===== src/rtl/conv2d_window_scheduler_if.sv =====
// Pixel-stream / window handshake bundle between the conv2d window scheduler and its neighbours.
// slave: the scheduler side; master: the frame controller / source / consumer side.
interface conv2d_window_scheduler_if #(
    parameter int CW = 3,
    parameter int RW = 3
);
    logic          start;
    logic          busy;
    logic          in_valid;
    logic          in_ready;
    logic          lb_shift_en;
    logic          window_valid;
    logic          win_ready;
    logic [RW-1:0] win_row;
    logic [CW-1:0] win_col;
    logic          frame_done;

    modport slave (
        input  start, in_valid, win_ready,
        output busy, in_ready, lb_shift_en, window_valid, win_row, win_col, frame_done
    );

    modport master (
        output start, in_valid, win_ready,
        input  busy, in_ready, lb_shift_en, window_valid, win_row, win_col, frame_done
    );
endinterface


===== src/rtl/conv2d_window_scheduler.sv =====
// Raster-scan sequencer for the conv2d line buffer: counts accepted pixels, flags stride-aligned
// full 3x3 windows one cycle after the qualifying pixel, and stalls the source under backpressure.
module conv2d_window_scheduler #(
    parameter int IMG_W  = 8,
    parameter int IMG_H  = 6,
    parameter int KERNEL = 3,
    parameter int STRIDE = 1,
    localparam int CW = $clog2(IMG_W),
    localparam int RW = $clog2(IMG_H),
    localparam int PW = (STRIDE > 1) ? $clog2(STRIDE) : 1
) (
    input  logic clk,
    input  logic rst_n,
    conv2d_window_scheduler_if.slave bus
);
    typedef enum logic [1:0] {IDLE, STREAM, DRAIN, DONE} state_e;

    state_e        state_q, state_d;
    logic [CW-1:0] col_q, cidx_q, win_col_q;
    logic [RW-1:0] row_q, ridx_q, win_row_q;
    logic [PW-1:0] col_ph_q, row_ph_q;
    logic          wv_q;

    logic in_ready, acc, col_last, row_last, col_in, row_in, qual;

    assign in_ready = (state_q == STREAM) & ~(wv_q & ~bus.win_ready);
    assign acc      = bus.in_valid & in_ready;
    assign col_last = (col_q == CW'(IMG_W - 1));
    assign row_last = (row_q == RW'(IMG_H - 1));
    assign col_in   = (col_q >= CW'(KERNEL - 1));
    assign row_in   = (row_q >= RW'(KERNEL - 1));
    // Phase counters start at zero on the first in-kernel row/col, so phase 0 means stride-aligned.
    assign qual     = acc & col_in & row_in & (col_ph_q == '0) & (row_ph_q == '0);

    always_comb begin
        state_d = state_q;
        case (state_q)
            IDLE:    if (bus.start) state_d = STREAM;
            STREAM:  if (acc & col_last & row_last) state_d = DRAIN;
            // Last window either already gone, or being accepted now.
            DRAIN:   if (~wv_q | bus.win_ready) state_d = DONE;
            DONE:    state_d = IDLE;
            default: state_d = IDLE;
        endcase
    end

    always_ff @(posedge clk or negedge rst_n) begin
        if (!rst_n) state_q <= IDLE;
        else        state_q <= state_d;
    end

    always_ff @(posedge clk or negedge rst_n) begin
        if (!rst_n) begin
            col_q <= '0; cidx_q <= '0; col_ph_q <= '0;
            row_q <= '0; ridx_q <= '0; row_ph_q <= '0;
        end else if (acc) begin
            if (col_last) begin
                col_q <= '0; cidx_q <= '0; col_ph_q <= '0;
                if (row_last) begin
                    row_q <= '0; ridx_q <= '0; row_ph_q <= '0;
                end else begin
                    row_q <= row_q + RW'(1);
                    if (row_in) begin
                        if (row_ph_q == PW'(STRIDE - 1)) begin
                            row_ph_q <= '0;
                            ridx_q   <= ridx_q + RW'(1);
                        end else begin
                            row_ph_q <= row_ph_q + PW'(1);
                        end
                    end
                end
            end else begin
                col_q <= col_q + CW'(1);
                if (col_in) begin
                    if (col_ph_q == PW'(STRIDE - 1)) begin
                        col_ph_q <= '0;
                        cidx_q   <= cidx_q + CW'(1);
                    end else begin
                        col_ph_q <= col_ph_q + PW'(1);
                    end
                end
            end
        end
    end

    // A qualifying accept can only happen when no window is pending or the pending one leaves now.
    always_ff @(posedge clk or negedge rst_n) begin
        if (!rst_n) begin
            wv_q      <= 1'b0;
            win_row_q <= '0;
            win_col_q <= '0;
        end else if (qual) begin
            wv_q      <= 1'b1;
            win_row_q <= ridx_q;
            win_col_q <= cidx_q;
        end else if (wv_q & bus.win_ready) begin
            wv_q      <= 1'b0;
        end
    end

    assign bus.busy         = (state_q != IDLE);
    assign bus.in_ready     = in_ready;
    assign bus.lb_shift_en  = acc;
    assign bus.window_valid = wv_q;
    assign bus.win_row      = win_row_q;
    assign bus.win_col      = win_col_q;
    assign bus.frame_done   = (state_q == DONE);
endmodule


===== src/flat_wrapper.sv =====
// flat-port wrapper written by rule: the top's interface ports become plain ports
module conv2d_window_scheduler_flat 
#(
    parameter int IMG_W  = 8,
    parameter int IMG_H  = 6,
    parameter int KERNEL = 3,
    parameter int STRIDE = 1,
    localparam int CW = $clog2(IMG_W),
    localparam int RW = $clog2(IMG_H),
    localparam int PW = (STRIDE > 1) ? $clog2(STRIDE) : 1
)
  (clk, rst_n, bus_start, bus_in_valid, bus_win_ready, bus_busy, bus_in_ready, bus_lb_shift_en, bus_window_valid, bus_win_row, bus_win_col, bus_frame_done);
  conv2d_window_scheduler_if #(.CW(3), .RW(3)) bus_i ();
  input  logic clk;
  input  logic rst_n;
  input wire logic [$bits(bus_i.start)-1:0] bus_start;
  input wire logic [$bits(bus_i.in_valid)-1:0] bus_in_valid;
  input wire logic [$bits(bus_i.win_ready)-1:0] bus_win_ready;
  output wire logic [$bits(bus_i.busy)-1:0] bus_busy;
  output wire logic [$bits(bus_i.in_ready)-1:0] bus_in_ready;
  output wire logic [$bits(bus_i.lb_shift_en)-1:0] bus_lb_shift_en;
  output wire logic [$bits(bus_i.window_valid)-1:0] bus_window_valid;
  output wire logic [$bits(bus_i.win_row)-1:0] bus_win_row;
  output wire logic [$bits(bus_i.win_col)-1:0] bus_win_col;
  output wire logic [$bits(bus_i.frame_done)-1:0] bus_frame_done;
  assign bus_i.start = bus_start;
  assign bus_i.in_valid = bus_in_valid;
  assign bus_i.win_ready = bus_win_ready;
  assign bus_busy = bus_i.busy;
  assign bus_in_ready = bus_i.in_ready;
  assign bus_lb_shift_en = bus_i.lb_shift_en;
  assign bus_window_valid = bus_i.window_valid;
  assign bus_win_row = bus_i.win_row;
  assign bus_win_col = bus_i.win_col;
  assign bus_frame_done = bus_i.frame_done;
  conv2d_window_scheduler #(.IMG_W(IMG_W), .IMG_H(IMG_H), .KERNEL(KERNEL), .STRIDE(STRIDE)) u_core (.clk(clk), .rst_n(rst_n), .bus(bus_i));
endmodule

===== config.mk =====
export PLATFORM = sky130hd
export DESIGN_NAME = conv2d_window_scheduler_flat
export DESIGN_NICKNAME = d
export VERILOG_FILES = /design/src/rtl/conv2d_window_scheduler_if.sv /design/src/rtl/conv2d_window_scheduler.sv /design/src/flat_wrapper.sv
export SDC_FILE = /design/constraint.sdc
export NUM_CORES = 1
export LEC_CHECK = 0
export CAP_MARGIN = 20
export CORE_ASPECT_RATIO = 0.7
export CORE_MARGIN = 2
export CORE_UTILIZATION = 47
export DETAILED_ROUTE_END_ITERATION = 8
export GPL_TIMING_DRIVEN = 0
export PLACE_DENSITY = 0.73
export SYNTH_ARGS = -nofsm -noshare
export SYNTH_HDL_FRONTEND = slang
export SYNTH_SLANG_ARGS = --single-unit

===== constraint.sdc =====
create_clock -name clk -period 1.9 [get_ports clk]
set_clock_uncertainty 0.2 [all_clocks]
set_input_delay 0.38 -clock clk [delete_from_list [all_inputs] [get_ports clk]]
set_output_delay 0.38 -clock clk [all_outputs]
set_load 0.02 [all_outputs]

# == Word-level counts from Yosys, hierarchy flattened ==
# Cells that the tools add are included.
# word_totals
regBits,23
inputBits,5
out_inout_bits,11
word_cells,75
# op_classes
n_addsub,6
order_cmp,2
eq_ne,10
muxes,20
n_bitwise,16
n_reduce_logical,11
# ops
cell,n
$mux W3,8
$add A3 B1 Y3 const B,4
$and A1 B1 Y1,10
$reduce_and A3 Y1,3
$mux W1,8
$ne A2 B2 Y1 const B,4
$pmux W2 S4,1
$reduce_bool A2 Y1,4
$eq A3 B3 Y1 const B,2
$ge A3 B2 Y1 const B,2
$mux W2,3
$not A1 Y1,5
$eq A2 B2 Y1 const B,2
$reduce_and A2 Y1,2
$reduce_and A4 Y1,1
$add A1 B1 Y1 const B,2
$eq A2 B1 Y1 const B,1
$logic_not A2 Y1,1
$ne A2 B1 Y1 const B,1
$or A1 B1 Y1,1

# == Logic depth before layout (Yosys ltp) ==
# Gate-level depths: netlist of run 1.
# logic_depth
ltp_word,10
depth_mapped,7

# == Worst setup path before layout of run 1 ==
# OpenSTA, ideal clock, no wires.
# synth_path
path_type,register -> register
start,register u_core.col_q[1]
end,register u_core.state_q[1]
setup_ns,0.128
arrival_ns,1.662
required_time_ns,1.572
path_slack_ns,-0.090
path_stages_with_launch,7
n_path_buf,0
synth_period_minus_slack_ns,1.990
cell_sequence,dfrtp_1 > ha_1 > ha_1 > nand2_2 > o31a_1 > a221oi_2 > mux2_1
# synth_between
elab_chain_len,5
# synth_lines
item,line_no,text
from (decl),conv2d_window_scheduler.sv:19,"logic [CW-1:0] col_q, cidx_q, win_col_q;"
from (signal assigned),conv2d_window_scheduler.sv:73,col_q <= col_q + CW'(1);
$eq A3 B3 Y1,conv2d_window_scheduler.sv:28,assign col_last = (col_q == CW'(IMG_W - 1));
$and A1 B1 Y1 (2 in a row),conv2d_window_scheduler.sv:39,STREAM: if (acc & col_last & row_last) state_d = DRAIN;
$ne A2 B2 Y1 (no source line),--,
$reduce_and A3 Y1 (no source line),--,
to (signal assigned),conv2d_window_scheduler.sv:49,else state_q <= state_d;
to (decl),conv2d_window_scheduler.sv:18,"state_e state_q, state_d;"
# No other way between the ends.
# A chain may end at the register's enable or synchronous reset.

# == Worst setup path after layout of run 1 ==
# layout_path
start,register u_core.col_q[0]
end,register u_core.state_q[1]
# The elaborated chain is that of the path after synthesis.

==> run summary, run 1 <==
Max-cap violations in this run came to 0. The routed layout has 839 vias. The first detailed-routing pass ran for 4 iterations. The count of buffers inserted at the top-level ports is 15, and the count of boundary I/O pins is 16. Yosys mapped the design onto 32 distinct sky130hd cell types. For the post-layout net count, the log shows 144. By area the synthesized netlist is led by dfrtp_1, ha_1, mux2_2, nand2_1, o21ai_0. Root buffer selected by CTS: clkbuf_4. Of the available clock period, the critical path in the final layout requires 104%. The number of clock buffers added by TritonCTS is 3.

The power density of the placed cells is 1140 nW/um^2, and the deepest level of the CTS H-tree is 1. The final worst-path setup slack came out at -0.0736 ns. The flow ran to the end, but the final reports show violations. The remaining routing DRC violations was 0; the maximum root-to-sink buffer count was 2. The floorplan die height was 44.4 microns; the clock latency on the worst-skew pair was 0.31 ns. Counting every net in the synthesized netlist gives 111. A synthesized cell averages 11.3 sq um. Setup violations remaining at the end of the flow were counted as 6. For the via count of the first global-routing pass, the log shows 823. At the end of the flow the core is filled with cells to 69.7%.

The tightest slew margin relative to the limit was 37.3%. Summed over all nets, the half-perimeter wirelength after detailed placement is 1440 microns. STA classifies the critical path startpoint as a register. The finished layout holds 161 standard cells, fillers aside. For this run, the number of Yosys warnings is 0. The pin slew with the least headroom to its limit is 0.938 ns, and the number of antenna violations at the first check in global routing is 0. For the worst setup path, the data required time is 1.90 ns. In this run the worst hold path is classified as register to register. The run gives 0 as the number of pins with negative max-slew slack in the final report.

In this run the standard cell core region covers 2170 sq um. The design draws 1.73 mW. For this block, the initial DRC count from the detailed router was 9.

The tools report the number of placed instances with taps included as 144. The total overflow left after global routing is 0. The synthesized design contains 0 enable-type register cells.

The ratio of routed vias to standard cells was 5.21. The critical path in this run is classified as register to register. The first global-routing pass estimated 3750 microns of wire. The hold violation count in the final report is 0.

STA puts the critical path data arrival time at 1.98 ns. The count of nets left with antenna violations once routing finished came out at 0. The number of placement rows was 14; the number of antenna repair diodes was 0. Counting flops and latches in the post-synthesis netlist gives 21. TritonCTS built the clock tree.

The minimum clock period is 1.97 ns, and the pin count of the biggest net entering global routing is 22. Summing the sequential cell areas from Yosys gives 48.0% of the chip area. The clock transition at the register clock pins on the worst setup and hold paths after CTS was 0.12 ns; the ratio of cells with drive above 1 in the final layout was 36.4%. After synthesis, the most frequently instantiated cells are dfrtp_1, nand2_1, ha_1, mux2_2, o21ai_0.

After technology mapping, the gate count stands at 97. The tools report the weighted congestion at the end of routability-driven global placement as 0.726. The area growth from synthesis to layout is 38.3%.

Once the floorplan was initialized, standard cells occupied 50.4% of the core. The synthesized design spends more area on one cell type than any other, namely dfrtp_1. VDD sags by at most 0.000541 V. The die area was 2740 sq um; the share of synthesized registers carrying an async set or reset was 100%.

In this run the biggest area consumer among cell types represents 48.0% of the synthesized area. Dividing the detail-routed wire length by the instance count gives 14.5 microns. Summed over all layers, the routed wires come to 2340 microns. After routing the design area is 1510 sq um. The horizontal die dimension is 61.7 microns. The leakage power total came out at 0.802 nW. The total placed instance area is 1300 sq um, and the number of sinks driven by the clock tree is 21.

The fmax came out at 507 MHz. Hold is met by 0.299 ns. For the overall track demand over capacity in global routing, the log shows 19.0%. STA classifies the critical path endpoint as a register. Setup repair after global routing could not meet its margin everywhere.

Maximum fanout encountered on the critical timing path: 3. In the post-synthesis netlist, the cell with the most instances is dfrtp_1. The checks that failed: setup timing.

The tools report the post-synthesis instance area as 1090 sq um. Among all flip-flop cells after synthesis, the most frequent one is dfrtp_1.
[placed cells by master, fill, tap and decap left out, types with 2 or more instances in the layout]
cell type,Yosys,layout
nand3b_1,2,2
dlymetal6s2s_1,0,4
nor2_1,4,4
clkbuf_4,0,3
nand2_1,10,10
o21ai_0,7,7
and2_1,2,2
ha_4,0,3
dfrtp_1,21,21
mux2_4,0,4
clkdlybuf4s50_1,0,4
mux2_2,9,5
ha_1,9,5
buf_6,0,3
dlygate4sd2_1,0,3
or3_1,2,2
inv_1,6,4
buf_4,0,13
[stage by stage]
stage	TNS [ns]	worst slack, ns
after floorplan	0	0.00893
after global placement	-4.56	-0.730
after detailed placement	-5.63	-0.765
after CTS	-0.137	-0.0550
after global routing	-1.04	-0.133
final	-0.301	-0.0736
[path summary, 6_finish.rpt]
check                           depth (start not counted)        startpoint  slack (ns)                 to
worst max-delay path                                    6   u_core.col_q[0]       -0.07  u_core.state_q[1]
worst min-delay path                                    1  u_core.ridx_q[2]        0.30   u_core.ridx_q[2]
worst max register to register                          6   u_core.col_q[0]       -0.07  u_core.state_q[1]
worst min register to register                          1  u_core.ridx_q[2]        0.30   u_core.ridx_q[2]
max in group asynchronous                               1             rst_n        0.54    u_core.row_q[2]
min in group asynchronous                               1             rst_n        0.38    u_core.col_q[0]
[timing repair]
action                                  in CTS  in global routing
endpoints found under the setup margin      12                 17
hold buffers                                 0                  0
pin swaps                                    1                  3
resized for setup                           30                 17
buffers inserted                             8                  5
[sequential cells by signal, summed over array words and instances, names as in the netlist]
name	count
u_core.bus.win_col	3
u_core.bus.win_row	3
u_core.cidx_q	3
u_core.col_q	3
u_core.ridx_q	3
u_core.row_q	3
u_core.state_q	2
u_core.bus.window_valid	1
[layer usage]
metal	part of all wire, %	routed length [microns]	vias up	global-route usage (%)
met1	45	1060	398	24.5
met2	47	1090	30	31.4
met3	6.8	159	2	6.14
met5	0	0	-	0
li1	-	-	409	-
met4	0.90	21	0	4.26
[power by group]
group | switching [mW] | internal, mW
Clock | 0.133 | 0.0819
Combinational | 0.423 | 0.464
Sequential | 0.0908 | 0.538
[cells by family after synthesis]
group / count (synthesis) / synth area share (%)
adders and majority gates: 9 / 10.3
AOI/OAI and AO/OA: 13 / 8.23
xor gates and xnor gates: 1 / 0.800
buffers and inverters: 7 / 2.51
muxes: 10 / 10.3
DFF: 21 / 48.0
and+or+nand+nor: 36 / 19.9
[worst max-delay path, stage by stage, from the launching register on]
cell and delay (ns):
dfrtp_1 0.40, ha_2 0.20, ha_4 0.15, nand2_4 0.05, o31a_1 0.27, a221oi_2 0.24
mux2_1 0.36
[area by class of cell]
class / count / area, sq um
inverter: 6 / 27.5
buffer: 1 / 11.3
fill: 174 / 658
timing repair buffer: 28 / 253
clock buffer: 4 / 26.3
tap: 32 / 40.0
sequential: 21 / 526
multi-input combinational: 69 / 631
(Power assumes the default switching activity.)
==> run 2: changes to the inputs <==
CORE_MARGIN = not set   (was 2)
==> run 2 against run 1 <==
The run still ends with setup timing left. Non-clock buffer count decreased by 1. Sequential cell count unchanged. Register-to-register slack about the same. Combinational power increased by 1%. Wire length increased by 4.3%. Via count increased by 1.4%. Final cell count decreased by 0.62%. Sequential power about the same. Worst hold slack got worse by 0.15 ns. Largest power group unchanged. Highest routed layer unchanged.
==> run summary, run 2 (synthesis gave the netlist of run 1 again) <==
The minimum clock period came out at 1.98 ns (+0.00209 ns). Count of boundary I/O pins: 16 (unchanged). The logs give 1440 microns (about the same) for the placed wire-length estimate and 0 (unchanged) for the number of pins with negative max-slew slack in the final report. The cell sitting at the root of the clock tree is a clkbuf_4. The maximum VDD drop is 0.000592 V (+9.4%), and the setup violation total in the final timing report is 8 (+2).

Ratio of cells with drive above 1 in the final layout: 35.9% (-0.50 points). For the overall via count from detail_route, the log shows 851 (+1.4%). The logs give 174 (unchanged) for the number of filler cells placed in the layout and 0.811 nW (+1.1%) for the leakage power total. The library cells used most frequently in the layout, excluding fill and tap cells, are dfrtp_1, buf_4, nand2_1. Weighted congestion at the end of routability-driven global placement: 0.710 (-2.2%). For the hold violation count in the final report, the log shows 0 (unchanged). Setup repair after global routing could not meet its margin everywhere. The detailed-router iteration count before antenna repair was 4 (unchanged).

The total design power is 1.75 mW (+1.4%). The final worst-path setup slack is -0.0757 ns (-0.00209 ns). The die area is 2530 sq um (-7.6%), and the number of DRC markers in iteration 0 is 24 (+15). The tools report the clock latency on the worst-skew pair as 0.31 ns (about the same). The max-capacitance violation count is 0 (unchanged), and the number of placement rows is 14 (unchanged). The ratio of routed vias to standard cells is 5.32 (+2.1%), and the count of nets left with antenna violations after detail routing is 0 (unchanged).

The pin slew with the least headroom to its limit was 0.514 ns (-0.424 ns); the final clock period utilization by the worst path was 104% (+0.11 points). The number of antenna repair diodes is 0 (unchanged). The total CTS buffers is 3 (unchanged). The clock transition at the register clock pins on the worst setup and hold paths after CTS is 0.12 ns (about the same). The post-layout net count is 143 (-0.69%). The worst register-to-register path ends at u_core.state_q[1].

TritonCTS built the clock tree. The run gives 3760 microns (+0.19%) as the global-route wire length before repair. Portion of total power attributed to the clock network: 12.7% (+0.3 points). For the tightest slew margin relative to the limit, the log shows 65.6% (+28 points). The path type of the worst setup path was register to register. The run gives 50.4% (unchanged) as the initial standard-cell utilization of the core. The tools report the via count of the first global-routing pass as 828 (+0.61%). The fmax is 506 MHz (-0.11%). Count of buffers inserted at the top-level ports: 15 (unchanged). The maximum fanout encountered on the critical timing path came out at 2 (-1).

The multi-input logic area is 628 sq um (-0.40%), and the pin count of the biggest net entering global routing is 22 (unchanged). The worst reg-to-reg setup slack is -0.08 ns (about the same), and the floorplan die height is 42.4 microns (-4.5%). The setup total negative slack was -0.209 ns (+0.0928 ns). The logs give 0 (unchanged) for the number of antenna violations at the first check in global routing and 0 (unchanged) for the total grt overflow. The post-detailed-route wirelength per cell is 15.2 microns (+5.0%), and the number of sinks driven by the clock tree is 21 (unchanged). The arrival time of the worst setup path came out at 1.98 ns (about the same).

The tools report the maximum root-to-sink buffer count as 2 (unchanged). The fraction of power consumed by sequential logic is 36.0% (-0.4 points). The worst setup path is captured at a register. The critical path goes through ha_2, ha_4, nand2_4, o31a_1, a221oi_2, mux2_1. The core box area was 2170 sq um (unchanged); the switching power as a share of total power was 39.0% (+1.7 points).

The largest incremental delay on the critical path came out at 0.40 ns (about the same). The deepest level of the CTS H-tree was 1 (unchanged); the remaining routing DRC violations was 0 (unchanged). On the critical path, the stage with the largest delay is an instance of dfrtp_1.

The detailed-route wire length is 2440 microns (+4.3%). The final cell count without fillers is 160 (-0.62%). The worst hold path belongs to the class primary input to async pin. The number of placed instances with taps included was 144 (unchanged). Horizontal die dimension: 59.7 microns (-3.2%). The final worst hold slack was 0.149 ns (-0.150 ns). The checks that failed: setup timing. The library cell used most frequently in the layout, excluding fill and tap cells, is dfrtp_1.

The register cell area after layout came out at 526 sq um (unchanged). The power density of the placed cells is 1170 nW/um^2 (+2.2%), and the minimum setup slack after placement is -0.748 ns (+0.0174 ns). Cell count of the worst reg-to-reg path: 6 (unchanged). The tools report the reg-to-reg startpoint as u_core.col_q[0]. The tools report the switching power as 685 uW (+6.0%). The layout overhead on the synthesized area was 37.1%. STA classifies the critical path startpoint as a register.

The run gives 20.8% (+1.8 points) as the overall track demand over capacity in global routing. The combinational group share of total power is 51.3% (about the same), and the data required time of the worst path is 1.90 ns (about the same). The run finished, with violations left. The design internal power is 1.07 mW (-1.4%).
## run 2: how the worst max path moves through the flow
stage | slack (ns) | start | endpoint | cells past startpoint
after floorplan | 0.009 | u_core.col_q[1] | u_core.state_q[1] | 6
after global placement | -0.73 | bus_win_ready | bus_lb_shift_en | 6
after detailed placement | -0.75 | bus_win_ready | bus_lb_shift_en | 6
after CTS | -0.06 | u_core.col_q[0] | u_core.state_q[1] | 6
after global routing | -0.13 | u_core.col_q[0] | u_core.bus.win_col[1] | 6
final | -0.08 | u_core.col_q[0] | u_core.state_q[1] | 6
## run 2: cell type report
| cell class | instances | area share (%) |
|---|---|---|
| inverters | 6 | 1.83 |
| flip-flops and latches | 21 | 35.0 |
| clock buffers | 4 | 1.75 |
| multi-input cells | 69 | 41.8 |
| repair buffers | 27 | 16.2 |
| plain buffers | 1 | 0.750 |
| well taps | 32 | 2.67 |
## run 2: power by group through the flow
stage	registers, mW	clock network [mW]	logic [mW]
6_report	0.632	0.222	0.900
2_1_floorplan	0.627	0	0.437
3_3_place_gp	0.632	0	0.598
4_1_cts	0.627	0.224	0.751
5_1_grt	0.643	0.240	0.981
3_5_place_dp	0.644	0	0.623
## run 2: repair_timing
item,4_1_cts,5_1_grt
resized for setup,31,17
setup endpoints to repair,12,18
hold buffers,0,0
pin swaps,1,4
buffers inserted,7,4
## run 2: worst max-delay path: cells and delay by family, from the launching register on
kind,cells,cell delay [ns]
muxes,1,0.35
DFF,1,0.40
AOI/OAI and AO/OA,2,0.52
and+or+nand+nor,1,0.05
adders and majority gates,2,0.35
## run 2: metrics by stage
| stage | instance area, sq um | util [%] |
|---|---|---|
| finish | 1500 | 69.1 |
| CTS | 1400 | 64.6 |
| detailed placement | 1300 | 59.9 |
| global route | 1500 | 69.1 |
| global placement | 1300 | 59.9 |
| floorplan | 1110 | - |
## run 2: routing by layer
metal	share of wire, %	track usage (%)	vias to the layer above
met5	0	0	-
met3	3.5	5.86	8
met2	47	34.9	22
met4	3.5	6.51	0
met1	46	25.8	416
li1	-	-	405
==> run 3: changes to the inputs <==
ABC_AREA = 0   (was not set)
==> results of run 3 <==
The final DEF is identical to that of run 2; final timing and power are the same.
